`src/rtl/red_pitaya_asg_seq_pkg.sv`:
```
// Shared definitions for the ASG segment sequencer.
// Contents:
//   seq_state_e  sequencer FSM states
//   tbl_fld_e    table field select codes used on tbl_fld_i
//   Ctrl*        bit positions inside the control word (field 3)
//   eff_reps()   repetition count with 0 treated as 1
package red_pitaya_asg_seq_pkg;

  typedef enum logic [2:0] {
    StIdle = 3'd0,
    StLoad = 3'd1,
    StArm  = 3'd2,
    StFire = 3'd3,
    StRun  = 3'd4,
    StNext = 3'd5,
    StDone = 3'd6
  } seq_state_e;

  typedef enum logic [1:0] {
    FldOfs  = 2'd0,
    FldSize = 2'd1,
    FldStep = 2'd2,
    FldCtrl = 2'd3
  } tbl_fld_e;

  // Control word layout: {last[31], next[CtrlNextLsb +: IDX_W], reps[CtrlRepsW-1:0]}
  localparam int unsigned CtrlLastBit = 31;
  localparam int unsigned CtrlNextLsb = 16;
  localparam int unsigned CtrlRepsW   = 16;

  // A segment always plays at least one wrap.
  function automatic logic [CtrlRepsW-1:0] eff_reps(input logic [CtrlRepsW-1:0] reps);
    return (reps == '0) ? CtrlRepsW'(1) : reps;
  endfunction

endpackage

```
`src/rtl/red_pitaya_asg_seq_tbl.sv`:
```
// Segment table: 2**IDX_W entries of {ofs, size, step, last, next, reps}.
// One synchronous write port selecting a single field, one combinational read port.
// Contents are not reset.
// Ports:
//   clk                       clock
//   we, waddr, fld, wdata     field write (fld: 0 ofs, 1 size, 2 step, 3 control word)
//   raddr                     read index
//   rd_ofs/rd_size/rd_step    pointer fields of entry raddr (RSZ+16 bits)
//   rd_reps/rd_next/rd_last   control fields of entry raddr
module red_pitaya_asg_seq_tbl
  import red_pitaya_asg_seq_pkg::*;
#(
  parameter int unsigned RSZ   = 14,
  parameter int unsigned IDX_W = 3
) (
  input  logic                 clk,
  input  logic                 we,
  input  logic [IDX_W-1:0]     waddr,
  input  logic [1:0]           fld,
  input  logic [31:0]          wdata,
  input  logic [IDX_W-1:0]     raddr,
  output logic [RSZ+15:0]      rd_ofs,
  output logic [RSZ+15:0]      rd_size,
  output logic [RSZ+15:0]      rd_step,
  output logic [CtrlRepsW-1:0] rd_reps,
  output logic [IDX_W-1:0]     rd_next,
  output logic                 rd_last
);

  localparam int unsigned Depth = 2 ** IDX_W;
  localparam int unsigned PW    = RSZ + 16;

  logic [PW-1:0]        ofs_mem  [Depth];
  logic [PW-1:0]        size_mem [Depth];
  logic [PW-1:0]        step_mem [Depth];
  logic [CtrlRepsW-1:0] reps_mem [Depth];
  logic [IDX_W-1:0]     next_mem [Depth];
  logic                 last_mem [Depth];

  always_ff @(posedge clk) begin
    if (we) begin
      unique case (tbl_fld_e'(fld))
        FldOfs:  ofs_mem[waddr]  <= wdata[PW-1:0];
        FldSize: size_mem[waddr] <= wdata[PW-1:0];
        FldStep: step_mem[waddr] <= wdata[PW-1:0];
        FldCtrl: begin
          reps_mem[waddr] <= wdata[CtrlRepsW-1:0];
          next_mem[waddr] <= wdata[CtrlNextLsb +: IDX_W];
          last_mem[waddr] <= wdata[CtrlLastBit];
        end
        default: ;
      endcase
    end
  end

  assign rd_ofs  = ofs_mem[raddr];
  assign rd_size = size_mem[raddr];
  assign rd_step = step_mem[raddr];
  assign rd_reps = reps_mem[raddr];
  assign rd_next = next_mem[raddr];
  assign rd_last = last_mem[raddr];

  // Not every write-data bit maps to a field for all parameterisations.
  logic unused_wdata;
  assign unused_wdata = ^wdata;

endmodule

```
`src/rtl/red_pitaya_asg_seq.sv`:
```
// Segment sequencer for one ASG channel.
// Steps the channel through a table of waveform segments: per segment it latches the
// entry config, pulses the channel reset, fires a software trigger, then counts wrap
// events (trig_done_i) and moves to the successor entry, loops, or finishes.
// Ports:
//   dac_clk_i, dac_rstn_i            clock, synchronous active-low reset
//   tbl_we_i/addr_i/fld_i/wdata_i    segment table write port
//   start_i, stop_i, loop_i          sequence control; start_idx_i first entry
//   trig_done_i                      channel wrap event
//   set_ofs_o/size_o/step_o/ncyc_o   channel config
//   set_rst_o, trig_sw_o             channel reset and software trigger
//   busy_o, seg_idx_o, seq_done_o    status
module red_pitaya_asg_seq
  import red_pitaya_asg_seq_pkg::*;
#(
  parameter int unsigned RSZ   = 14,
  parameter int unsigned IDX_W = 3,
  parameter int unsigned BLANK = 3
) (
  input  logic             dac_clk_i,
  input  logic             dac_rstn_i,
  input  logic             tbl_we_i,
  input  logic [IDX_W-1:0] tbl_addr_i,
  input  logic [1:0]       tbl_fld_i,
  input  logic [31:0]      tbl_wdata_i,
  input  logic             start_i,
  input  logic             stop_i,
  input  logic             loop_i,
  input  logic [IDX_W-1:0] start_idx_i,
  input  logic             trig_done_i,
  output logic [RSZ+15:0]  set_ofs_o,
  output logic [RSZ+15:0]  set_size_o,
  output logic [RSZ+15:0]  set_step_o,
  output logic [31:0]      set_ncyc_o,
  output logic             set_rst_o,
  output logic             trig_sw_o,
  output logic             busy_o,
  output logic [IDX_W-1:0] seg_idx_o,
  output logic             seq_done_o
);

  localparam int unsigned PW     = RSZ + 16;
  localparam int unsigned BlankW = (BLANK < 1) ? 1 : $clog2(BLANK + 1);

  seq_state_e           state_q;
  logic [IDX_W-1:0]     idx_q;
  logic [CtrlRepsW-1:0] rep_cnt_q;
  logic [BlankW-1:0]    blank_cnt_q;

  // Control fields latched at LOAD so table writes only affect the next load.
  logic [CtrlRepsW-1:0] reps_q;
  logic [IDX_W-1:0]     next_q;
  logic                 last_q;

  logic [PW-1:0]        tbl_ofs;
  logic [PW-1:0]        tbl_size;
  logic [PW-1:0]        tbl_step;
  logic [CtrlRepsW-1:0] tbl_reps;
  logic [IDX_W-1:0]     tbl_next;
  logic                 tbl_last;

  red_pitaya_asg_seq_tbl #(
    .RSZ   (RSZ),
    .IDX_W (IDX_W)
  ) u_tbl (
    .clk     (dac_clk_i),
    .we      (tbl_we_i),
    .waddr   (tbl_addr_i),
    .fld     (tbl_fld_i),
    .wdata   (tbl_wdata_i),
    .raddr   (idx_q),
    .rd_ofs  (tbl_ofs),
    .rd_size (tbl_size),
    .rd_step (tbl_step),
    .rd_reps (tbl_reps),
    .rd_next (tbl_next),
    .rd_last (tbl_last)
  );

  // Widened by one bit so a counter at its maximum cannot wrap in the compare.
  logic [CtrlRepsW:0] rep_inc;
  logic               reps_reached;

  assign rep_inc      = {1'b0, rep_cnt_q} + (CtrlRepsW + 1)'(1);
  assign reps_reached = rep_inc >= {1'b0, eff_reps(reps_q)};

  // Channel runs until the sequencer resets it.
  assign set_ncyc_o = '0;

  always_ff @(posedge dac_clk_i) begin
    if (!dac_rstn_i) begin
      state_q     <= StIdle;
      idx_q       <= '0;
      rep_cnt_q   <= '0;
      blank_cnt_q <= '0;
      reps_q      <= '0;
      next_q      <= '0;
      last_q      <= 1'b0;
      set_ofs_o   <= '0;
      set_size_o  <= '0;
      set_step_o  <= '0;
      set_rst_o   <= 1'b0;
      trig_sw_o   <= 1'b0;
      busy_o      <= 1'b0;
      seg_idx_o   <= '0;
      seq_done_o  <= 1'b0;
    end else begin
      set_rst_o  <= 1'b0;
      trig_sw_o  <= 1'b0;
      seq_done_o <= 1'b0;

      if (stop_i && (state_q != StIdle)) begin
        // Abort outranks every other event; leave the channel held in reset for one cycle.
        state_q   <= StIdle;
        busy_o    <= 1'b0;
        set_rst_o <= 1'b1;
      end else begin
        unique case (state_q)
          StIdle: begin
            if (start_i && !stop_i) begin
              state_q <= StLoad;
              idx_q   <= start_idx_i;
              busy_o  <= 1'b1;
            end
          end
          StLoad: begin
            set_ofs_o  <= tbl_ofs;
            set_size_o <= tbl_size;
            set_step_o <= tbl_step;
            reps_q     <= tbl_reps;
            next_q     <= tbl_next;
            last_q     <= tbl_last;
            seg_idx_o  <= idx_q;
            rep_cnt_q  <= '0;
            set_rst_o  <= 1'b1;
            state_q    <= StArm;
          end
          StArm: begin
            trig_sw_o <= 1'b1;
            state_q   <= StFire;
          end
          StFire: begin
            blank_cnt_q <= BlankW'(BLANK);
            state_q     <= StRun;
          end
          StRun: begin
            // Wrap events right after the trigger are stale and must not count.
            if (blank_cnt_q != '0) begin
              blank_cnt_q <= blank_cnt_q - BlankW'(1);
            end else if (trig_done_i) begin
              if (reps_reached) begin
                state_q <= StNext;
              end else begin
                rep_cnt_q <= rep_inc[CtrlRepsW-1:0];
              end
            end
          end
          StNext: begin
            if (!last_q) begin
              idx_q   <= next_q;
              state_q <= StLoad;
            end else if (loop_i) begin
              idx_q   <= start_idx_i;
              state_q <= StLoad;
            end else begin
              set_rst_o  <= 1'b1;
              seq_done_o <= 1'b1;
              state_q    <= StDone;
            end
          end
          StDone: begin
            busy_o  <= 1'b0;
            state_q <= StIdle;
          end
          default: begin
            busy_o  <= 1'b0;
            state_q <= StIdle;
          end
        endcase
      end
    end
  end

endmodule
```
`config.mk`:
```
export PLATFORM = sky130hd
export DESIGN_NAME = red_pitaya_asg_seq
export DESIGN_NICKNAME = d
export VERILOG_FILES = /design/src/rtl/red_pitaya_asg_seq_pkg.sv /design/src/rtl/red_pitaya_asg_seq_tbl.sv /design/src/rtl/red_pitaya_asg_seq.sv
export SDC_FILE = /design/constraint.sdc
export NUM_CORES = 1
export LEC_CHECK = 0
export BUFFER_PORTS_ARGS = -buffer_cell sky130_fd_sc_hd__buf_2
export CORE_UTILIZATION = 43
export CTS_BUF_LIST = sky130_fd_sc_hd__clkbuf_8 sky130_fd_sc_hd__clkbuf_16
export DETAILED_ROUTE_END_ITERATION = 8
export GPL_TIMING_DRIVEN = 0
export HOLD_SLACK_MARGIN = 0.03
export RECOVER_POWER = 100
export SYNTH_ARGS = -nofsm -noshare
export SYNTH_HDL_FRONTEND = slang
export SYNTH_SLANG_ARGS = --single-unit
export TNS_END_PERCENT = 5
```
`constraint.sdc`:
```
create_clock -name dac_clk_i -period 3.58 [get_ports dac_clk_i]
set_input_delay 0.358 -clock dac_clk_i [delete_from_list [all_inputs] [get_ports dac_clk_i]]
set_output_delay 0.358 -clock dac_clk_i [all_outputs]
set_load 0.05 [all_outputs]
```
* After elaboration in Yosys (flattened, before gate mapping)
Memory sizes are Yosys's and may differ from the RTL's. A register that Yosys moved wholly into a read port is not among the register bits.
Index checks and enable logic that the tools add are counted.
** Word-level totals
- Flip-flop bits (word level) :: 31
- Bits in latches :: 0
- RAM bits :: 880
- ROM bits :: 0
- Bits of input ports :: 47
- Output and inout bits :: 129
- Logic and storage cells :: 100
- Memories :: 6
** Operators by class
- Add/sub/neg operators :: 2
- $mul :: 0
- Div/mod/pow operators :: 0
- Magnitude comparators :: 1
- Eq/ne operators :: 15
- Shifts and indexed selects :: 0
- Mux-type cells :: 37
- Bitwise gates (word level) :: 4
- Reductions and logical operators :: 26
** Memory list
- u_tbl.ofs_mem :: words 8, width 30, read ports 1, clocked after Yosys merged registers in 1, wr ports 1, line red_pitaya_asg_seq_tbl.sv:33 : logic [PW-1:0] ofs_mem [Depth];
- u_tbl.size_mem :: words 8, width 30, read ports 1, clocked after Yosys merged registers in 1, wr ports 1, line red_pitaya_asg_seq_tbl.sv:34 : logic [PW-1:0] size_mem [Depth];
- u_tbl.step_mem :: words 8, width 30, read ports 1, clocked after Yosys merged registers in 1, wr ports 1, line red_pitaya_asg_seq_tbl.sv:35 : logic [PW-1:0] step_mem [Depth];
- u_tbl.reps_mem :: words 8, width 16, read ports 1, clocked after Yosys merged registers in 1, wr ports 1, line red_pitaya_asg_seq_tbl.sv:36 : logic [CtrlRepsW-1:0] reps_mem [Depth];
- u_tbl.next_mem :: words 8, width 3, read ports 1, clocked after Yosys merged registers in 1, wr ports 1, line red_pitaya_asg_seq_tbl.sv:37 : logic [IDX_W-1:0] next_mem [Depth];
- u_tbl.last_mem :: words 8, width 1, read ports 1, clocked after Yosys merged registers in 1, wr ports 1, line red_pitaya_asg_seq_tbl.sv:38 : logic last_mem [Depth];
** Operators by type and width (count)
- 16-bit 2-to-1 mux :: 4
- 16-bit case mux with 2 select lines :: 1
- 3-bit 2-to-1 mux :: 9
- 3-bit case mux with 6 select lines :: 1
- 16-bit by 1-bit adder with 17-bit output (second input constant) :: 1
- 17-bit by 16-bit >= comparator with 1-bit output :: 1
- 1-bit 2-to-1 mux :: 17
- 16-bit logical NOT :: 1
- 2-bit != test (second input constant) :: 6
- 4-bit AND reduction :: 2
- 2-bit nonzero test :: 4
- 1-bit logical NOT :: 7
- 3-bit by 2-bit == test with 1-bit output (second input constant) :: 2
- 3-bit == test (second input constant) :: 2
- 3-bit case mux with 2 select lines :: 1
- 5-bit AND reduction :: 1
- 5-bit OR reduction :: 1
- 2-bit == test (second input constant) :: 2
- 1-bit NOT :: 4
- 1-bit case mux with 2 select lines :: 2
- 2-bit case mux with 2 select lines :: 1
- 2-bit AND reduction :: 2
- 3-bit by 1-bit == test with 1-bit output (second input constant) :: 1
- 3-bit logical NOT :: 1
- 10 further kinds :: 11

* Depth between registers and ports, before layout
- Depth after elaboration :: 7
- Mapped depth :: 16
- Depth with buffers taken out :: 14

* Modules after synthesis
From an unflattened synthesis, not the netlist that was laid out.
** Second synthesis, totals
- Cells, all modules :: 2108
- Area total of the unflattened synthesis :: 40452.5 µm²
** By module, submodules not included
- red_pitaya_asg_seq_tbl :: instances 1, cells an instance 1316, area an instance 33931.3 µm², sequential area each 26425.3 µm²
- red_pitaya_asg_seq :: instances 1, cells an instance 792, area an instance 6521.3 µm², sequential area each 2822.7 µm²

* Worst setup path after synthesis
No wires, ideal clock.
- Kind :: reg2reg
- Start :: register rep_cnt_q[0]
- End :: register rep_cnt_q[10]
- Setup time :: 0.074 ns
- Data arrival time :: 3.123 ns
- Data required time :: 3.506 ns
- Path slack :: 0.383 ns
- Cell stages (with the launch flop) :: 14
- Buffers on the path :: 2
- Clock period less this slack :: 3.197 ns
- Cell sequence :: dfxtp_1 -> ha_1 -> and4_1 -> and4_1 -> xnor2_1 -> inv_1 -> ha_1 -> and4_1 -> a2111oi_0 -> o41ai_2 -> or3_1 -> buf_2 -> buf_6 -> o22ai_2
** On the way
- Word-level cells in the longest chain between the ends :: 5
- Elaborated cells between the ends (all ways) :: 8
- Those cells by class :: add/sub: 1; order compare: 1; eq/ne: 1; mux: 4; reduce/logical: 1
** Ends and longest elaborated chain
- start: declaration :: line red_pitaya_asg_seq.sv:47 : logic [CtrlRepsW-1:0] rep_cnt_q;
- start signal: assignment :: line red_pitaya_asg_seq.sv:154 : rep_cnt_q <= rep_inc[CtrlRepsW-1:0];
- 16-bit by 1-bit adder with 17-bit output * :: line red_pitaya_asg_seq.sv:84 : assign rep_inc = {1'b0, rep_cnt_q} + (CtrlRepsW + 1)'(1);
- branches (longest 4 deep; another with 17-bit by 16-bit >= comparator with 1-bit output)
Every way passes the cells marked *. The select of a mux whose other input is x is not followed.
A chain may end at the register's enable or synchronous reset.

* Final worst setup path
- Start :: register rep_cnt_q[0]
- End :: register rep_cnt_q[7]
The elaborated chain is that of the path after synthesis.

==> PnR_summary.wiki <==
{| class="wikitable"
! Metric !! Value
|-
| Ys async rst share || 0%
|-
| Detailed-route wire length per cell || 26.79 um
|-
| Die H || 304.1 um
|-
| Worst min-delay path startpoint || start_idx_i[2]
|-
| Int Power || 20.47 mW
|-
| End point of the most critical hold path || idx_q[2]$_SDFFE_PN0P_
|-
| Clock power frac || 42.9%
|-
| Post-synthesis sequential element count || 1021
|-
| Violations in the final reports || max-capacitance violations, max-slew violations
|-
| Number of buffer and inverter stages on the critical path || 2
|-
| Post-synth design cell area || 39240 sq um
|-
| GRT Overall Usage || 20.78%
|-
| Sum of overflow across all layers after global routing || 0
|-
| Detailed-router iteration count before antenna repair || 7
|-
| Post-Syn Instances || 1990
|-
| Final design instance area without fill || 46000 sq um
|-
| Final Skew || 0.02985 ns
|-
| Routability cong. || 0.8199
|-
| Net switching power || 5.784 mW
|-
| Worst Setup End Kind || register
|-
| Complex-gate fraction of the synthesized area || 3.938%
|-
| Core Rows || 110
|-
| Clock insertion delay at the later pin of the skew report || 0.69 ns
|-
| Largest family of logic cells by synthesized area || multiplexers
|-
| Power, Total || 26.26 mW
|-
| Slowest Stage Delay on Critical Path || 0.40 ns
|-
| Result of the run || finished, violations left
|-
| Area share of fa/ha/maj cells after synthesis || 0.6059%
|-
| Final critical-path share of the clock period || 97.39%
|-
| Number of distinct standard cells referenced by the synthesized netlist || 51
|-
| Core area || 90150 sq um
|-
| Slowest cell on crit path || sky130_fd_sc_hd__dfxtp_4
|-
| Slew Viols, Final || 595
|-
| Combinational share of power || 6.9%
|-
| TritonCTS clock tree || done
|-
| Buffers on Ports || 140
|-
| Tightest slew margin relative to the limit || -32.31%
|-
| Power per cell area || 570.8 nW/um^2
|-
| Fraction of final layout cells with drive strength greater than 1 || 26.71%
|-
| Clock Pin Slew Worst Setup and Hold Paths || 0.06 ns
|-
| TritonCTS sink count || 1021
|-
| Post-DP Area || 42430 sq um
|-
| Arrival time of data at the critical path endpoint || 4.09 ns
|-
| Startpoint kind of the worst setup timing path || register
|-
| Final count of negative-setup-slack endpoints || 0
|-
| Kind of cell adding the most delay to the critical path || simple AND/OR/NAND/NOR gates
|-
| Yosys warns || 0
|-
| Final Hold Fails || 0
|-
| Number of antenna-violating nets in the routed design || 0
|-
| Sw Ratio || 22.03%
|-
| Worst hold path depth || 4
|-
| Cell occurring most often along the worst timing path || sky130_fd_sc_hd__and4_4
|-
| Unrepaired setup endpoints after global routing || yes
|-
| Area of the multi-input gates || 9518 sq um
|-
| Post-Synthesis Mean Instance Area || 19.72 sq um
|-
| Wire length after detailed routing || 95780 um
|-
| Initial antenna violation count || 11
|-
| Depth of the CTS H-tree || 3
|-
| CP max FO || 10
|-
| Launching point of the worst reg2reg path || rep_cnt_q[0]$_SDFFE_PN0P_
|-
| Count of vias placed by the detailed router || 20010
|-
| Share of power burned in registers || 50.2%
|-
| Static Leakage || 16.25 nW
|-
| Number of enable-type register cells in the synthesized netlist || 880
|-
| Worst supply voltage drop on vdd || 0.0004761 V
|-
| Total number of nets in the final design || 2370
|-
| Cells on worst reg2reg path || 15
|-
| Total of max-cap violations || 18
|-
| Starting density of the core || 43.52%
|-
| Internal reg-to-reg setup slack || 0.09 ns
|-
| Multiplexer area fraction after synthesis || 15.54%
|-
| Routed via count divided by cell count || 5.596
|-
| Number of global-route vias before repair || 20900
|-
| Data required time at the worst endpoint || 4.18 ns
|-
| Cell chain of the critical path || ha_4, and4_4, and4_4, nand2_2, or2_2, nand2_1, ha_1, nand4_1, nor4_1, a311oi_2, o41ai_4, or3_1, buf_2, buf_6, o22ai_2
|-
| CTS root buffer || sky130_fd_sc_hd__clkbuf_16
|-
| Start-to-end type of the worst setup path || register to register
|-
| TritonCTS buffer count || 105
|-
| Area Overhead vs Synth || 17.25%
|-
| Clock tree buffer depth || 3
|-
| Primary flip-flop cell chosen by synthesis mapping || sky130_fd_sc_hd__edfxtp_1
|-
| First-iteration detailed-routing DRC count || 1909
|-
| Endpoint of the worst-slack reg-to-reg timing path || rep_cnt_q[7]$_SDFFE_PN0P_
|-
| Die Wd || 304.1 um
|-
| Die outline area || 92460 sq um
|-
| Worst min path class || input port to register
|-
| DRC || 0
|-
| Post-Synth Simple-Gate Area || 2.943%
|-
| Part of the Yosys area used for sequential elements || 74.55%
|-
| Fill count || 7189
|-
| Seq. cell area || 29260 sq um
|-
| Actual slew at the worst max-slew pin || 1.985 ns
|-
| Number of I/O pins || 176
|-
| Final period demand of the worst path || 3.486 ns
|-
| Global-route wire length before repair || 139200 um
|-
| Max Clk Rate || 0.2868 GHz
|-
| Largest net degree at the start of global routing || 33
|-
| Xor and xnor area share after synthesis || 0.3125%
|-
| DPL Wire Length || 61670 um
|}
[Yosys cell counts (10+ instances only)]
| cell type | number | area share (%) |
|---|---|---|
| sky130_fd_sc_hd__edfxtp_1 | 880 | 67 |
| sky130_fd_sc_hd__mux4_2 | 220 | 13 |
| sky130_fd_sc_hd__nand2_1 | 154 | 1.5 |
| sky130_fd_sc_hd__dfxtp_1 | 141 | 7.2 |
| sky130_fd_sc_hd__o211a_1 | 115 | 2.9 |
| sky130_fd_sc_hd__mux2i_1 | 114 | 2.9 |
| sky130_fd_sc_hd__clkbuf_1 | 68 | 0.65 |
| sky130_fd_sc_hd__nor2_1 | 49 | 0.47 |
| sky130_fd_sc_hd__buf_4 | 32 | 0.61 |
| sky130_fd_sc_hd__inv_1 | 32 | 0.31 |
| sky130_fd_sc_hd__buf_2 | 31 | 0.40 |
| sky130_fd_sc_hd__ha_1 | 19 | 0.61 |
| sky130_fd_sc_hd__buf_1 | 12 | 0.11 |
| sky130_fd_sc_hd__nand3_1 | 10 | 0.13 |
[logic make-up after synthesis]
family / count (synthesis)
flops: 1021
mux: 334
simple gates: 263
buf+inv: 176
compound gates: 162
fa+ha+maj: 19
xor+xnor: 14
other cells: 1
[state kept, by name, indices dropped and copies added (netlist names), 3 cells and up]
signal          count
set_ofs_o          30
idx_q               3
rep_cnt_q          16
reps_q             16
set_size_o         30
u_tbl.next_mem     24
u_tbl.ofs_mem     240
u_tbl.step_mem    240
u_tbl.size_mem    240
u_tbl.reps_mem    128
u_tbl.last_mem      8
set_step_o         30
seg_idx_o           3
next_q              3
state_q             3
[routing by layer]
layer | global-route usage, % | vias up | wire length (um)
met4 | 5.973 | 8 | 1953
met2 | 34.36 | 724 | 47310
met3 | 4.374 | 112 | 6641
li1 | - | 8644 | -
met5 | 0 | - | 57
met1 | 27.80 | 10520 | 39810
[cells in the final DEF (no fill, tap or decap), types with 9 or more instances in the layout]
cell	n
sky130_fd_sc_hd__buf_1	12
sky130_fd_sc_hd__buf_12	19
sky130_fd_sc_hd__buf_2	136
sky130_fd_sc_hd__buf_4	35
sky130_fd_sc_hd__bufinv_16	15
sky130_fd_sc_hd__clkbuf_1	105
sky130_fd_sc_hd__clkbuf_16	105
sky130_fd_sc_hd__clkbuf_8	14
sky130_fd_sc_hd__clkinv_2	19
sky130_fd_sc_hd__conb_1	32
sky130_fd_sc_hd__dfxtp_1	139
sky130_fd_sc_hd__edfxtp_1	880
sky130_fd_sc_hd__ha_1	18
sky130_fd_sc_hd__inv_1	59
sky130_fd_sc_hd__mux2i_1	114
sky130_fd_sc_hd__mux4_2	220
sky130_fd_sc_hd__nand2_1	153
sky130_fd_sc_hd__nand3_1	9
sky130_fd_sc_hd__nor2_1	25
sky130_fd_sc_hd__nor2_4	22
sky130_fd_sc_hd__o211a_1	115
sky130_fd_sc_hd__o22ai_2	9
[worst max path at each step]
stage | from | endpoint | cells after the start
6_report | rep_cnt_q[0]$_SDFFE_PN0P_ | rep_cnt_q[7]$_SDFFE_PN0P_ | 15
5_1_grt | rep_cnt_q[0]$_SDFFE_PN0P_ | rep_cnt_q[14]$_SDFFE_PN0P_ | 15
4_1_cts | rep_cnt_q[0]$_SDFFE_PN0P_ | rep_cnt_q[14]$_SDFFE_PN0P_ | 15
3_5_place_dp | rep_cnt_q[0]$_SDFFE_PN0P_ | rep_cnt_q[0]$_SDFFE_PN0P_ | 13
3_3_place_gp | state_q[1]$_SDFFE_PP0P_ | set_ofs_o[24]$_SDFFE_PN0P_ | 7
2_1_floorplan | rep_cnt_q[0]$_SDFFE_PN0P_ | rep_cnt_q[10]$_SDFFE_PN0P_ | 13
[worst min-delay path: stages]
cell and delay [ns]:
sky130_fd_sc_hd__buf_2 0.11, sky130_fd_sc_hd__mux2i_1 0.07, sky130_fd_sc_hd__nand2_1 0.06, sky130_fd_sc_hd__o211a_1 0.13
[what timing repair did]
item | in CTS | in global routing
pin swaps | 0 | 2
setup endpoints to repair | 13 | 35
resized for setup | 4 | 25
endpoints found under the hold margin | 8 | 0
buffers inserted | 0 | 2
hold buffers | 1 | 0
[power by group through the flow]
| stage | logic [mW] | registers (mW) | clock network [mW] |
|---|---|---|---|
| final | 1.80 | 13.2 | 11.3 |
| after detailed placement | 1.83 | 13.4 | 0 |
| after floorplan | 1.01 | 13.6 | 0 |
| after global routing | 1.92 | 13.2 | 11.9 |
| after CTS | 1.84 | 13.2 | 11.5 |
| after global placement | 1.76 | 13.4 | 0 |
[per-stage QoR]
| stage | hold slack [ns] | setup TNS [ns] | setup slack [ns] | util, % | cells |
|---|---|---|---|---|---|
| global route | 0.1188 | -0.2106 | -0.04614 | 51.02 | 3572 |
| detailed placement | 0.4689 | -1.678 | -0.1686 | 47.06 | 3370 |
| finish | 0.09824 | 0 | 0.09359 | 51.03 | 3575 |
| global placement | 0.4572 | -472.55 | -1.134 | 46.06 | 3337 |
| floorplan | 0.4569 | 0 | 0.3832 | - | 2021 |
| CTS | 0.05380 | 0 | 0.005531 | 51.11 | 3570 |
[area by class of cell]
type	instances	area share, %
clock inverters	80	1.757
clock buffers	119	6.131
inverters	32	0.2611
well taps	1176	3.199
repair buffers	176	2.802
flip-flops and latches	1021	63.60
multi-input cells	824	20.69
plain buffers	144	1.548
diodes	3	0.01632
(Power assumes the default switching activity.)
